File: src/rtl/fetch_unit_if.sv
// Fetch-stage bus: instruction memory port, start/redirect controls and the
// decode-facing output register.
interface fetch_unit_if #(
  parameter int INSTRUCTION_SIZE      = 16,
  parameter int INSTRUCTION_ADDR_SIZE = 10
);
  logic                             start;
  logic [INSTRUCTION_ADDR_SIZE-1:0] imem_addr;
  logic [INSTRUCTION_SIZE-1:0]      imem_data;
  // Handshake: an output word moves to decode on a rising edge where
  // out_valid && out_ready; out_instr/out_pc stay stable while out_valid && !out_ready.
  logic                             out_valid;
  logic                             out_ready;
  logic [INSTRUCTION_SIZE-1:0]      out_instr;
  logic [INSTRUCTION_ADDR_SIZE-1:0] out_pc;
  logic                             redirect_valid;
  logic [INSTRUCTION_ADDR_SIZE-1:0] redirect_addr;
  logic                             halted;

  modport master (
    input  start, imem_data, out_ready, redirect_valid, redirect_addr,
    output imem_addr, out_valid, out_instr, out_pc, halted
  );

  modport slave (
    output start, imem_data, out_ready, redirect_valid, redirect_addr,
    input  imem_addr, out_valid, out_instr, out_pc, halted
  );
endinterface

File: src/rtl/fetch_unit.sv
// Instruction fetch stage: drives the PC onto the instruction memory and
// registers the returned word for decode, with stall, redirect and halt.
module fetch_unit #(
  parameter int         INSTRUCTION_SIZE      = 16,
  parameter int         INSTRUCTION_ADDR_SIZE = 10,
  parameter logic [3:0] HALT_OPCODE           = 4'h1
) (
  input  logic                clk,
  input  logic                rst_n,
  fetch_unit_if.master        bus,
  output logic [1:0]          dbg_state_o
);

  typedef enum logic [1:0] {
    S_IDLE   = 2'd0,
    S_RUN    = 2'd1,
    S_HALTED = 2'd2
  } state_e;

  state_e                           state_q, state_d;
  logic [INSTRUCTION_ADDR_SIZE-1:0] pc_q, pc_d;
  logic                             out_valid_q, out_valid_d;
  logic [INSTRUCTION_SIZE-1:0]      out_instr_q, out_instr_d;
  logic [INSTRUCTION_ADDR_SIZE-1:0] out_pc_q, out_pc_d;

  always_ff @(posedge clk or negedge rst_n) begin
    if (!rst_n) begin
      state_q     <= S_IDLE;
      pc_q        <= '0;
      out_valid_q <= 1'b0;
      out_instr_q <= '0;
      out_pc_q    <= '0;
    end else begin
      state_q     <= state_d;
      pc_q        <= pc_d;
      out_valid_q <= out_valid_d;
      out_instr_q <= out_instr_d;
      out_pc_q    <= out_pc_d;
    end
  end

  always_comb begin
    state_d     = state_q;
    pc_d        = pc_q;
    out_valid_d = out_valid_q;
    out_instr_d = out_instr_q;
    out_pc_d    = out_pc_q;
    case (state_q)
      S_IDLE: begin
        if (bus.start) begin
          state_d = S_RUN;
          pc_d    = '0;
        end
      end
      S_RUN: begin
        // Redirect takes priority over any capture or stall this cycle.
        if (bus.redirect_valid) begin
          pc_d        = bus.redirect_addr;
          out_valid_d = 1'b0;
        end else if (!out_valid_q || bus.out_ready) begin
          out_instr_d = bus.imem_data;
          out_pc_d    = pc_q;
          out_valid_d = 1'b1;
          pc_d        = pc_q + INSTRUCTION_ADDR_SIZE'(1);
          if (bus.imem_data[INSTRUCTION_SIZE-1 -: 4] == HALT_OPCODE) begin
            state_d = S_HALTED;
          end
        end
      end
      S_HALTED: begin
        if (bus.redirect_valid) begin
          state_d     = S_RUN;
          pc_d        = bus.redirect_addr;
          out_valid_d = 1'b0;
        end else if (bus.start) begin
          state_d     = S_RUN;
          pc_d        = '0;
          out_valid_d = 1'b0;
        end else if (out_valid_q && bus.out_ready) begin
          out_valid_d = 1'b0;
        end
      end
      default: begin
        state_d = S_IDLE;
      end
    endcase
  end

  assign bus.imem_addr = pc_q;
  assign bus.out_valid = out_valid_q;
  assign bus.out_instr = out_instr_q;
  assign bus.out_pc    = out_pc_q;
  // Halt is reported only once decode has taken the halt word.
  assign bus.halted    = (state_q == S_HALTED) && !out_valid_q;
  assign dbg_state_o   = state_q;

endmodule

File: src/flat_wrapper.sv
// flat-port wrapper written by rule: the top's interface ports become plain ports
module fetch_unit_flat 
#(
  parameter int         INSTRUCTION_SIZE      = 16,
  parameter int         INSTRUCTION_ADDR_SIZE = 10,
  parameter logic [3:0] HALT_OPCODE           = 4'h1
)
  (clk, rst_n, dbg_state_o, bus_start, bus_imem_data, bus_out_ready, bus_redirect_valid, bus_redirect_addr, bus_imem_addr, bus_out_valid, bus_out_instr, bus_out_pc, bus_halted);
  fetch_unit_if #(.INSTRUCTION_SIZE(INSTRUCTION_SIZE), .INSTRUCTION_ADDR_SIZE(INSTRUCTION_ADDR_SIZE)) bus_i ();
  input  logic clk;
  input  logic rst_n;
  output logic [1:0] dbg_state_o;
  input wire logic [$bits(bus_i.start)-1:0] bus_start;
  input wire logic [$bits(bus_i.imem_data)-1:0] bus_imem_data;
  input wire logic [$bits(bus_i.out_ready)-1:0] bus_out_ready;
  input wire logic [$bits(bus_i.redirect_valid)-1:0] bus_redirect_valid;
  input wire logic [$bits(bus_i.redirect_addr)-1:0] bus_redirect_addr;
  output wire logic [$bits(bus_i.imem_addr)-1:0] bus_imem_addr;
  output wire logic [$bits(bus_i.out_valid)-1:0] bus_out_valid;
  output wire logic [$bits(bus_i.out_instr)-1:0] bus_out_instr;
  output wire logic [$bits(bus_i.out_pc)-1:0] bus_out_pc;
  output wire logic [$bits(bus_i.halted)-1:0] bus_halted;
  assign bus_i.start = bus_start;
  assign bus_i.imem_data = bus_imem_data;
  assign bus_i.out_ready = bus_out_ready;
  assign bus_i.redirect_valid = bus_redirect_valid;
  assign bus_i.redirect_addr = bus_redirect_addr;
  assign bus_imem_addr = bus_i.imem_addr;
  assign bus_out_valid = bus_i.out_valid;
  assign bus_out_instr = bus_i.out_instr;
  assign bus_out_pc = bus_i.out_pc;
  assign bus_halted = bus_i.halted;
  fetch_unit #(.INSTRUCTION_SIZE(INSTRUCTION_SIZE), .INSTRUCTION_ADDR_SIZE(INSTRUCTION_ADDR_SIZE), .HALT_OPCODE(HALT_OPCODE)) u_core (.clk(clk), .rst_n(rst_n), .bus(bus_i), .dbg_state_o(dbg_state_o));
endmodule
File: config.mk
export PLATFORM = sky130hd
export DESIGN_NAME = fetch_unit_flat
export DESIGN_NICKNAME = d
export VERILOG_FILES = /design/src/rtl/fetch_unit_if.sv /design/src/rtl/fetch_unit.sv /design/src/flat_wrapper.sv
export SDC_FILE = /design/constraint.sdc
export NUM_CORES = 1
export LEC_CHECK = 0
export CORE_UTILIZATION = 42
export CTS_BUF_LIST = sky130_fd_sc_hd__clkbuf_2
export DETAILED_ROUTE_END_ITERATION = 12
export HOLD_SLACK_MARGIN = 0.1
export PLACE_DENSITY = 0.78
export REMOVE_ABC_BUFFERS = 1
export SLEW_MARGIN = 20
export SYNTH_ARGS = -nofsm -noshare
export SYNTH_HDL_FRONTEND = slang
export SYNTH_SLANG_ARGS = --single-unit
File: constraint.sdc
create_clock -name clk -period 1.9 [get_ports clk]
set_input_delay 0.38 -clock clk [delete_from_list [all_inputs] [get_ports clk]]
set_output_delay 0.38 -clock clk [all_outputs]
set_load 0.03 [all_outputs]
; ---- Word level (Yosys, flattened, before mapping)
; Index checks and enable logic that the tools add are counted.
[totals]
in_bits = 31
word_cells = 43
regBits = 39
out_inout_bits = 40
[classes]
n_eq_ne = 8
n_addsub = 1
bitwise_logic = 1
muxes = 17
n_reduce_logical = 11
[ops]
columns = operator, count
row1 = $mux 10, 4
row2 = $pmux 10 s3, 1
row3 = $add 10x1->10 const B, 1
row4 = $mux 2, 5
row5 = $reduce_and 3->1, 3
row6 = $pmux 2 s3, 1
row7 = $mux 1, 5
row8 = $eq 4x1->1 const B, 1
row9 = $ne 2x1->1 const B, 2
row10 = $ne 4x3->1 const B, 1
row11 = $ne 3x2->1 const B, 1
row12 = $reduce_bool 3->1, 1
row13 = $eq 2x1->1 const B, 1
row14 = $eq 2x2->1 const B, 1
row15 = $logic_and 1x1->1, 2
row16 = $logic_not 2->1, 1
row17 = $ne 2x2->1 const B, 1
row18 = $pmux 1 s2, 1
row19 = $reduce_and 2->1, 1
row20 = $reduce_bool 2->1, 1
row21 = $logic_not 1->1, 1
row22 = $logic_or 1x1->1, 1
row23 = $not 1->1, 1

; ---- Logic depth before layout (Yosys ltp)
; Gate-level depths: netlist of the first run.
[depth]
word_depth = 5
depth_mapped = 7
depth_no_buf = 6

; ---- Least setup slack after synthesis of the first run
; OpenSTA, ideal clock, no wires.
[synth_timing]
path_type = reg2reg
startpoint = register u_core.state_q[0] (netlist: u_core.dbg_state_o[0])
endpoint = register u_core.pc_q[1] (netlist: u_core.bus.imem_addr[1])
path_stages_with_launch = 8
slack_ps = -238
setup_ps = 79
synth_period_minus_slack_ps = 2138
arrival_time_ps = 2059
required_ps = 1821
n_path_buf = 1
cell_sequence = dfrtp_1 -> inv_1 -> ha_1 -> buf_2 -> nor2b_1 -> a21boi_0 -> o21ai_0 -> o2bb2ai_1
[synth_between]
elab_chain_cells = 3
elab_cells_between_ends = 7
cone_classes = 3 x eq/ne / 1 x mux / 3 x reduce/logical
[synth_lines]
columns = element, line
row1 = "start, declared", fetch_unit.sv:20  ; state_e state_q, state_d;
row2 = "start signal, assigned", fetch_unit.sv:34  ; state_q <= state_d;
row3 = "$eq 2x1->1, or another cell as far along", fetch_unit.sv:48  ; case (state_q)
row4 = $ne 3x2->1 (no line) / $reduce_bool 3->1 (equally long branches), -
row5 = $reduce_and 2->1 (no line), -
row6 = "end signal, assigned", fetch_unit.sv:35  ; pc_q <= pc_d;
row7 = "end, declared", fetch_unit.sv:21  ; logic [INSTRUCTION_ADDR_SIZE-1:0] pc_q, pc_d;
; Several ways; a longest one is shown, not always the timed one.
; A chain may end at the register's enable or synchronous reset.

; ---- Worst setup path in the final report of the first run
[layout_timing]
startpoint = register u_core.state_q[1] (netlist: u_core.dbg_state_o[1])
endpoint = register u_core.pc_q[7] (netlist: u_core.bus.imem_addr[7])
; The elaborated chain is that of the path after synthesis.

==> metrics.md, run 1 <==
| Metric | Value |
|---|---|
| Pre-CTS setup slack | `-0.1683 ns` |
| Crit Path Category | `register to register` |
| Number of flops mapped to enable cells by yosys | `0` |
| Post-Route Setup TNS | `0 ns` |
| Fmax | `539.7 MHz` |
| CTS Root Cell | `clkbuf_2` |
| GRT Total Usage | `0.2070` |
| Slowest CP cell | `or4_1` |
| Worst path max stage delay | `0.52 ns` |
| Via-to-Cell Ratio | `5.340` |
| Clock sink total | `39` |
| Dpl hpwl | `3707 um` |
| Hold Crit Class | `input pin to asynchronous set/reset pin` |
| Wire per inst | `14.47 um` |
| Min Hold Slack | `0.5266 ns` |
| Die width | `72.20 um` |
| Crit path cell chain | `inv_1 > ha_2 > nand2b_4 > or4_1 > a31oi_1 > nand2b_1` |
| Clock-pin slew on the worst setup and hold paths | `0.21 ns` |
| Critical Path End Type | `register` |
| Finish-stage setup viols | `0` |
| DRT antenna net count | `0` |
| Vias in the first global route | `1829` |
| Static Leak | `1.458 nW` |
| Design area | `3063 sq um` |
| Relative slew slack | `0.6497` |
| Filler cell count | `415` |
| Power after layout | `0.004646 W` |
| Die Height | `72.20 um` |
| Peak supply drop | `698.5 uV` |
| GRT overflow | `0` |
| Worst-margin pin slew | `0.5244 ns` |
| Largest net degree at the start of global routing | `40` |
| DR pass1 iterations | `4` |
| Initial core utilization | `0.4381` |
| Port Buffers | `70` |
| Post-route DRC | `0` |
| Routed WL | `4935 um` |
| Clock power share | `0.077` |
| CTS max path bufs | `2` |
| Primary FF master, synth | `dfrtp_1` |
| Sw Ratio | `0.4473` |
| Sequential Power Share | `0.319` |
| PD cells | `1517 nW/um^2` |
| Outcome | `finished clean` |
| Switching Power | `0.002078 W` |
| Min Tclk post-route | `1.853 ns` |
| Share of layout cells above drive strength 1 | `0.2482` |
| Worst setup SP type | `register` |
| Most frequent cells in the layout | `clkdlybuf4s50_1, dfrtp_1, mux2_2` |
| Most common cell after layout, fill and taps aside | `clkdlybuf4s50_1` |
| Pint | `0.002568 W` |
| Synth Instances | `183` |
| GPL Wtd Cong | `0.8851` |
| First-pass GRT wire length | `8369 um` |
| Worst endpoint required time | `2.25 ns` |
| CTS Buf Count | `5` |
| N_diodes | `0` |
| H-Tree Depth | `2` |
| Fraction of the cycle the final worst path needs | `0.9753` |
| Post-synthesis register bit count | `39` |
| Nets@finish | `310` |
| Row Count | `25` |
| First-iteration detailed-routing DRC count | `94` |
| Sequential area share after synthesis | `0.4716` |
| WP data arrival | `2.20 ns` |
| Buf/Inv on CP | `1` |
| TritonCTS clock tree | `built` |
| Area delta synth->final | `48.00%` |
| Post-Syn Area | `2069 sq um` |
| I/O Pins | `71` |
| Core box area | `4723 sq um` |
| Max-slew violations | `0` |
| Comb pwr share | `0.603` |
| Cell family with most CP delay | `simple AND/OR/NAND/NOR gates` |
| Die Area | `5212 sq um` |
| Total vias in the final route | `1821` |
| Average cell area after synthesis | `11.31 sq um` |
| Max-cap violations | `0` |
| Worst-skew pair later-pin latency | `0.41 ns` |
| Initial antenna violation count | `0` |
| Placement Cell Area | `2948 sq um` |
| CP max FO | `5` |
| Skew final | `0.02589 ns` |
| Synth async-reset ratio | `1.000` |
| Ys Warns | `0` |
| Netlist cell types | `46` |
| Setup ws final | `0.04697 ns` |
| Final Hold Fails | `0` |
| Unrepaired setup endpoints after global routing | `true` |
==> state kept, by name, indices dropped and copies added, names as in the netlist <==
name / cells
u_core.bus.out_instr: 16
u_core.bus.imem_addr: 10
u_core.bus.out_pc: 10
u_core.dbg_state_o: 2
u_core.bus.out_valid: 1
==> path summary, 6_finish.rpt <==
path / endpoint / cells after the start / slack [ns] / start
max: u_core.bus.imem_addr[7]$_DFFE_PN0P_ / 6 / 0.05 / u_core.dbg_state_o[1]$_DFFE_PN0P_
min: u_core.bus.imem_addr[4]$_DFFE_PN0P_ / 3 / 0.53 / rst_n
max reg2reg: u_core.bus.imem_addr[7]$_DFFE_PN0P_ / 6 / 0.05 / u_core.dbg_state_o[1]$_DFFE_PN0P_
min reg2reg: u_core.bus.out_instr[5]$_DFFE_PN0P_ / 1 / 0.53 / u_core.bus.out_instr[5]$_DFFE_PN0P_
max in group asynchronous: u_core.bus.out_instr[7]$_DFFE_PN0P_ / 3 / 1.01 / rst_n
min in group clk: u_core.bus.out_instr[5]$_DFFE_PN0P_ / 1 / 0.53 / u_core.bus.out_instr[5]$_DFFE_PN0P_
==> power groups by stage <==
stage | logic [W] | clock network (W) | registers [W]
after global placement | 0.00280 | 0 | 0.00150
after global routing | 0.00298 | 0.000398 | 0.00155
final | 0.00280 | 0.000360 | 0.00148
after CTS | 0.00280 | 0.000379 | 0.00150
after floorplan | 0.000876 | 0 | 0.00223
after detailed placement | 0.00282 | 0 | 0.00152
==> per-layer routing <==
metal | vias up | part of all wire | track usage
met5 | - | 0 | 0
met1 | 878 | 0.44 | 0.2617
met3 | 7 | 0.062 | 0.05278
met2 | 69 | 0.48 | 0.3499
li1 | 867 | - | -
met4 | 0 | 0.012 | 0.06100
==> worst min-delay path, stage by stage <==
cell,delay [ns]
dlygate4sd3_1,0.52
buf_2,0.10
buf_4,0.42
==> Yosys cell counts, drive strengths merged, types with 3 or more instances <==
library cell | n | area share
xnor2 | 3 | 0.013
nor2b | 5 | 0.015
nand2b | 6 | 0.018
o31ai | 4 | 0.021
dfrtp | 39 | 0.47
o2bb2ai | 3 | 0.013
inv | 7 | 0.013
ha | 6 | 0.036
buf | 5 | 0.015
nand3 | 6 | 0.015
nand2 | 7 | 0.013
a22oi | 5 | 0.018
o21ai | 9 | 0.022
a22o | 3 | 0.013
mux2 | 26 | 0.14
nor2 | 7 | 0.014
clkbuf | 4 | 0.0079
a21oi | 5 | 0.012
or4 | 3 | 0.011
==> per-stage QoR <==
step | std cells | util
after global routing | 341 | 0.6485
final | 341 | 0.6485
after CTS | 339 | 0.6371
after floorplan | 174 | -
after global placement | 329 | 0.6241
after detailed placement | 329 | 0.6241
==> final cells by class <==
cell class              count  area (sq um)  share of cell area
multi-input cells         128          1050              0.3427
flip-flops and latches     39         978.4              0.3194
repair buffers             92         884.6              0.2888
well taps                  67         83.83             0.02737
inverters                   7         26.28            0.008578
clock buffers               5         25.02            0.008170
clock inverters             3         15.01            0.004902
==> kinds of logic (layout without fill, tap and decap cells) <==
logic type	count (synthesis)	in the layout	synth area share
compound gates	48	48	0.1747
buf+inv	16	107	0.03506
xor+xnor	3	3	0.01270
simple gates	43	43	0.1185
flops	39	39	0.4716
mux	28	28	0.1511
fa+ha+maj	6	6	0.03627
==> repair_timing <==
action	4_1_cts	5_1_grt
endpoints found under the setup margin	46	40
endpoints found under the hold margin	39	0
pin swaps	0	0
hold buffers	1	0
setup buffers	1	2
resized for setup	18	16
cloned	0	0
No activity file was read; power rests on OpenSTA's default activity.
==> run 2, diff against run 1 <==
ABC_CLOCK_PERIOD_IN_PS = 1900   (was not set)
CAP_MARGIN = 20   (was not set)
==> results of run 2 <==
The final DEF is identical to that of run 1; final timing and power are the same.
==> run 3, diff against run 2 <==
ABC_CLOCK_PERIOD_IN_PS = 2260   (was 1900)
CAP_MARGIN = not set   (was 20)
CORE_UTILIZATION = 50   (was 42)
CTS_CLUSTER_DIAMETER = 120   (was not set)
PLACE_DENSITY = 0.87   (was 0.78)
clock period = 2.26 ns   (was 1.9 ns; I/O delays follow)
==> run 3 against run 2 <==
Effect of this change:
- core utilization is 8.6 points higher
- global-route usage is 4.2 points higher
- power is 16% lower
- first-iteration DRC count is 17% higher
- sequential cell count stayed put
- non-clock buffer count is 9 lower
- clock skew is 0.018 ns lower
- register-to-register slack better by 0.11 ns
- count of clock-buffer cells in the layout is 1 higher
- cell area is 4.1% lower
- clock power is 14% lower
- critical endpoint is now bus_halted
- highest routed layer unchanged
==> metrics.md, run 3 (synthesized netlist as in run 1, its figures left out) <==
| Metric | Value |
|---|---|
| Critical Path End Type | `output pin` |
| H-Tree Depth | `2` |
| RR Startpoint | `u_core.dbg_state_o[0]$_DFFE_PN0P_` |
| CP max FO | `5` |
| Max-slew violations | `0` |
| Setup Fix Bufs, Post-CTS | `0` |
| Row Count | `23` |
| Area delta synth->final | `41.96%` |
| Initial antenna violation count | `0` |
| Worst setup SP type | `register` |
| First-pass GRT wire length | `8038 um` |
| Nets@finish | `301` |
| Post-route DRC | `0` |
| Worst endpoint required time | `1.81 ns` |
| CTS Root Cell | `clkbuf_2` |
| Crit Path Category | `register to output pin` |
| Min Tclk post-route | `2.161 ns` |
| Min Hold Slack | `0.4528 ns` |
| PD cells | `1329 nW/um^2` |
| Die width | `66.34 um` |
| Fmax | `462.8 MHz` |
| Peak supply drop | `748.3 uV` |
| GRT Total Usage | `0.2487` |
| Pre-CTS setup slack | `0.09166 ns` |
| CP startpoint | `u_core.dbg_state_o[0]$_DFFE_PN0P_` |
| Setup ws final | `0.09926 ns` |
| Die Height | `66.34 um` |
| Most frequent cells in the layout | `clkdlybuf4s50_1, dfrtp_1, mux2_2` |
| Worst-margin pin slew | `0.4792 ns` |
| Largest register FFs | `16` |
| Hold Crit Class | `input pin to asynchronous set/reset pin` |
| Routed WL | `5086 um` |
| DR pass1 iterations | `4` |
| Relative slew slack | `0.6799` |
| Vias in the first global route | `1809` |
| Most common cell after layout, fill and taps aside | `clkdlybuf4s50_1` |
| Worst-skew pair later-pin latency | `0.39 ns` |
| Clock sink total | `39` |
| Total vias in the final route | `1807` |
| Unrepaired setup endpoints after global routing | `false` |
| TritonCTS clock tree | `built` |
| GPL Wtd Cong | `0.8970` |
| Filler cell count | `317` |
| Initial core utilization | `0.5174` |
| DRT antenna net count | `0` |
| Finish-stage setup viols | `0` |
| Post-Route Setup TNS | `0 ns` |
| Core box area | `4000 sq um` |
| CTS Buf Count | `5` |
| Port Buffers | `70` |
| Wire per inst | `16.15 um` |
| CTS max path bufs | `2` |
| Static Leak | `1.244 nW` |
| Skew final | `0.007657 ns` |
| Via-to-Cell Ratio | `5.737` |
| Dpl hpwl | `3827 um` |
| Fraction of the cycle the final worst path needs | `0.9561` |
| N_diodes | `0` |
| First-iteration detailed-routing DRC count | `110` |
| Die Area | `4400 sq um` |
| WP data arrival | `1.71 ns` |
| Outcome | `finished clean` |
| Clock-pin slew on the worst setup and hold paths | `0.20 ns` |
| GRT overflow | `0` |
| I/O Pins | `71` |
| Largest net degree at the start of global routing | `27` |
| Final Hold Fails | `0` |
| Post-layout util | `0.7344` |
| Max-cap violations | `0` |
| Share of layout cells above drive strength 1 | `0.2000` |
==> run 3: cell count changes in the layout (fill, tap and decap cells not counted), moves of 2 or more <==
| cell | before | now |
|---|---|---|
| clkdlybuf4s50_1 | 44 | 68 |
| dlygate4sd2_1 | 13 | 1 |
| dlymetal6s2s_1 | 11 | 0 |
| buf_4 | 21 | 11 |
| clkinv_1 | 2 | 0 |
| dfrtp_1 | 37 | 39 |
| dfrtp_2 | 2 | 0 |
==> run 3: final timing paths <==
kind	endpoint	slack [ns]	cells after the start
max	bus_halted	0.1	4
min	u_core.bus.out_pc[9]$_DFFE_PN0P_	0.45	2
max reg2reg	u_core.bus.imem_addr[3]$_DFFE_PN0P_	0.16	6
min reg2reg	u_core.bus.out_instr[6]$_DFFE_PN0P_	0.53	1
max in group asynchronous	u_core.bus.out_pc[2]$_DFFE_PN0P_	1.28	3
min in group clk	u_core.bus.out_instr[6]$_DFFE_PN0P_	0.53	1
==> run 3: stage by stage <==
step | std cells | area (sq um) | power (W)
floorplan | 174 | 2023 | 0.002609
global placement | 306 | 2884 | 0.003554
detailed placement | 306 | 2884 | 0.003605
CTS | 315 | 2935 | 0.003924
global route | 315 | 2938 | 0.004143
finish | 315 | 2938 | 0.003905
==> run 3: per-layer routing <==
metal,vias up,GRT usage,part of all wire
met5,-,0,0
met4,0,0.1303,0.026
met3,16,0.04138,0.061
met2,70,0.4145,0.50
met1,875,0.3066,0.42
li1,846,-,-
==> run 3: what timing repair did <==
| item | CTS | global route |
|---|---|---|
| hold endpoints to repair | 13 | 0 |
| hold buffers | 1 | 0 |
| gates resized for setup | 1 | 1 |
| endpoints found under the setup margin | 1 | 3 |
==> run 3: power by group <==
group          total, W  switching, W  leakage [nW]  internal, W
Combinational   0.00233       0.00124         0.722      0.00109
Clock          0.000311      0.000232        0.0290    0.0000789
Sequential      0.00127      0.000257         0.493      0.00101
==> run 3: cell type report <==
type                            count  area (sq um)  share of cell area
Tap cell                           50         62.56             0.02129
Multi-Input combinational cell    128          1023              0.3484
Timing Repair Buffer               83         807.0              0.2747
Inverter                            7         26.28            0.008944
Clock buffer                        6         30.03             0.01022
Sequential cell                    39         975.9              0.3322
Clock inverter                      2         12.51            0.004259
==> run 3: critical path: stages, from the launching register on <==
cell and delay, ns:
dfrtp_1 0.48, inv_1 0.15, ha_1 0.18, nor2b_1 0.12, dlygate4sd2_1 0.39
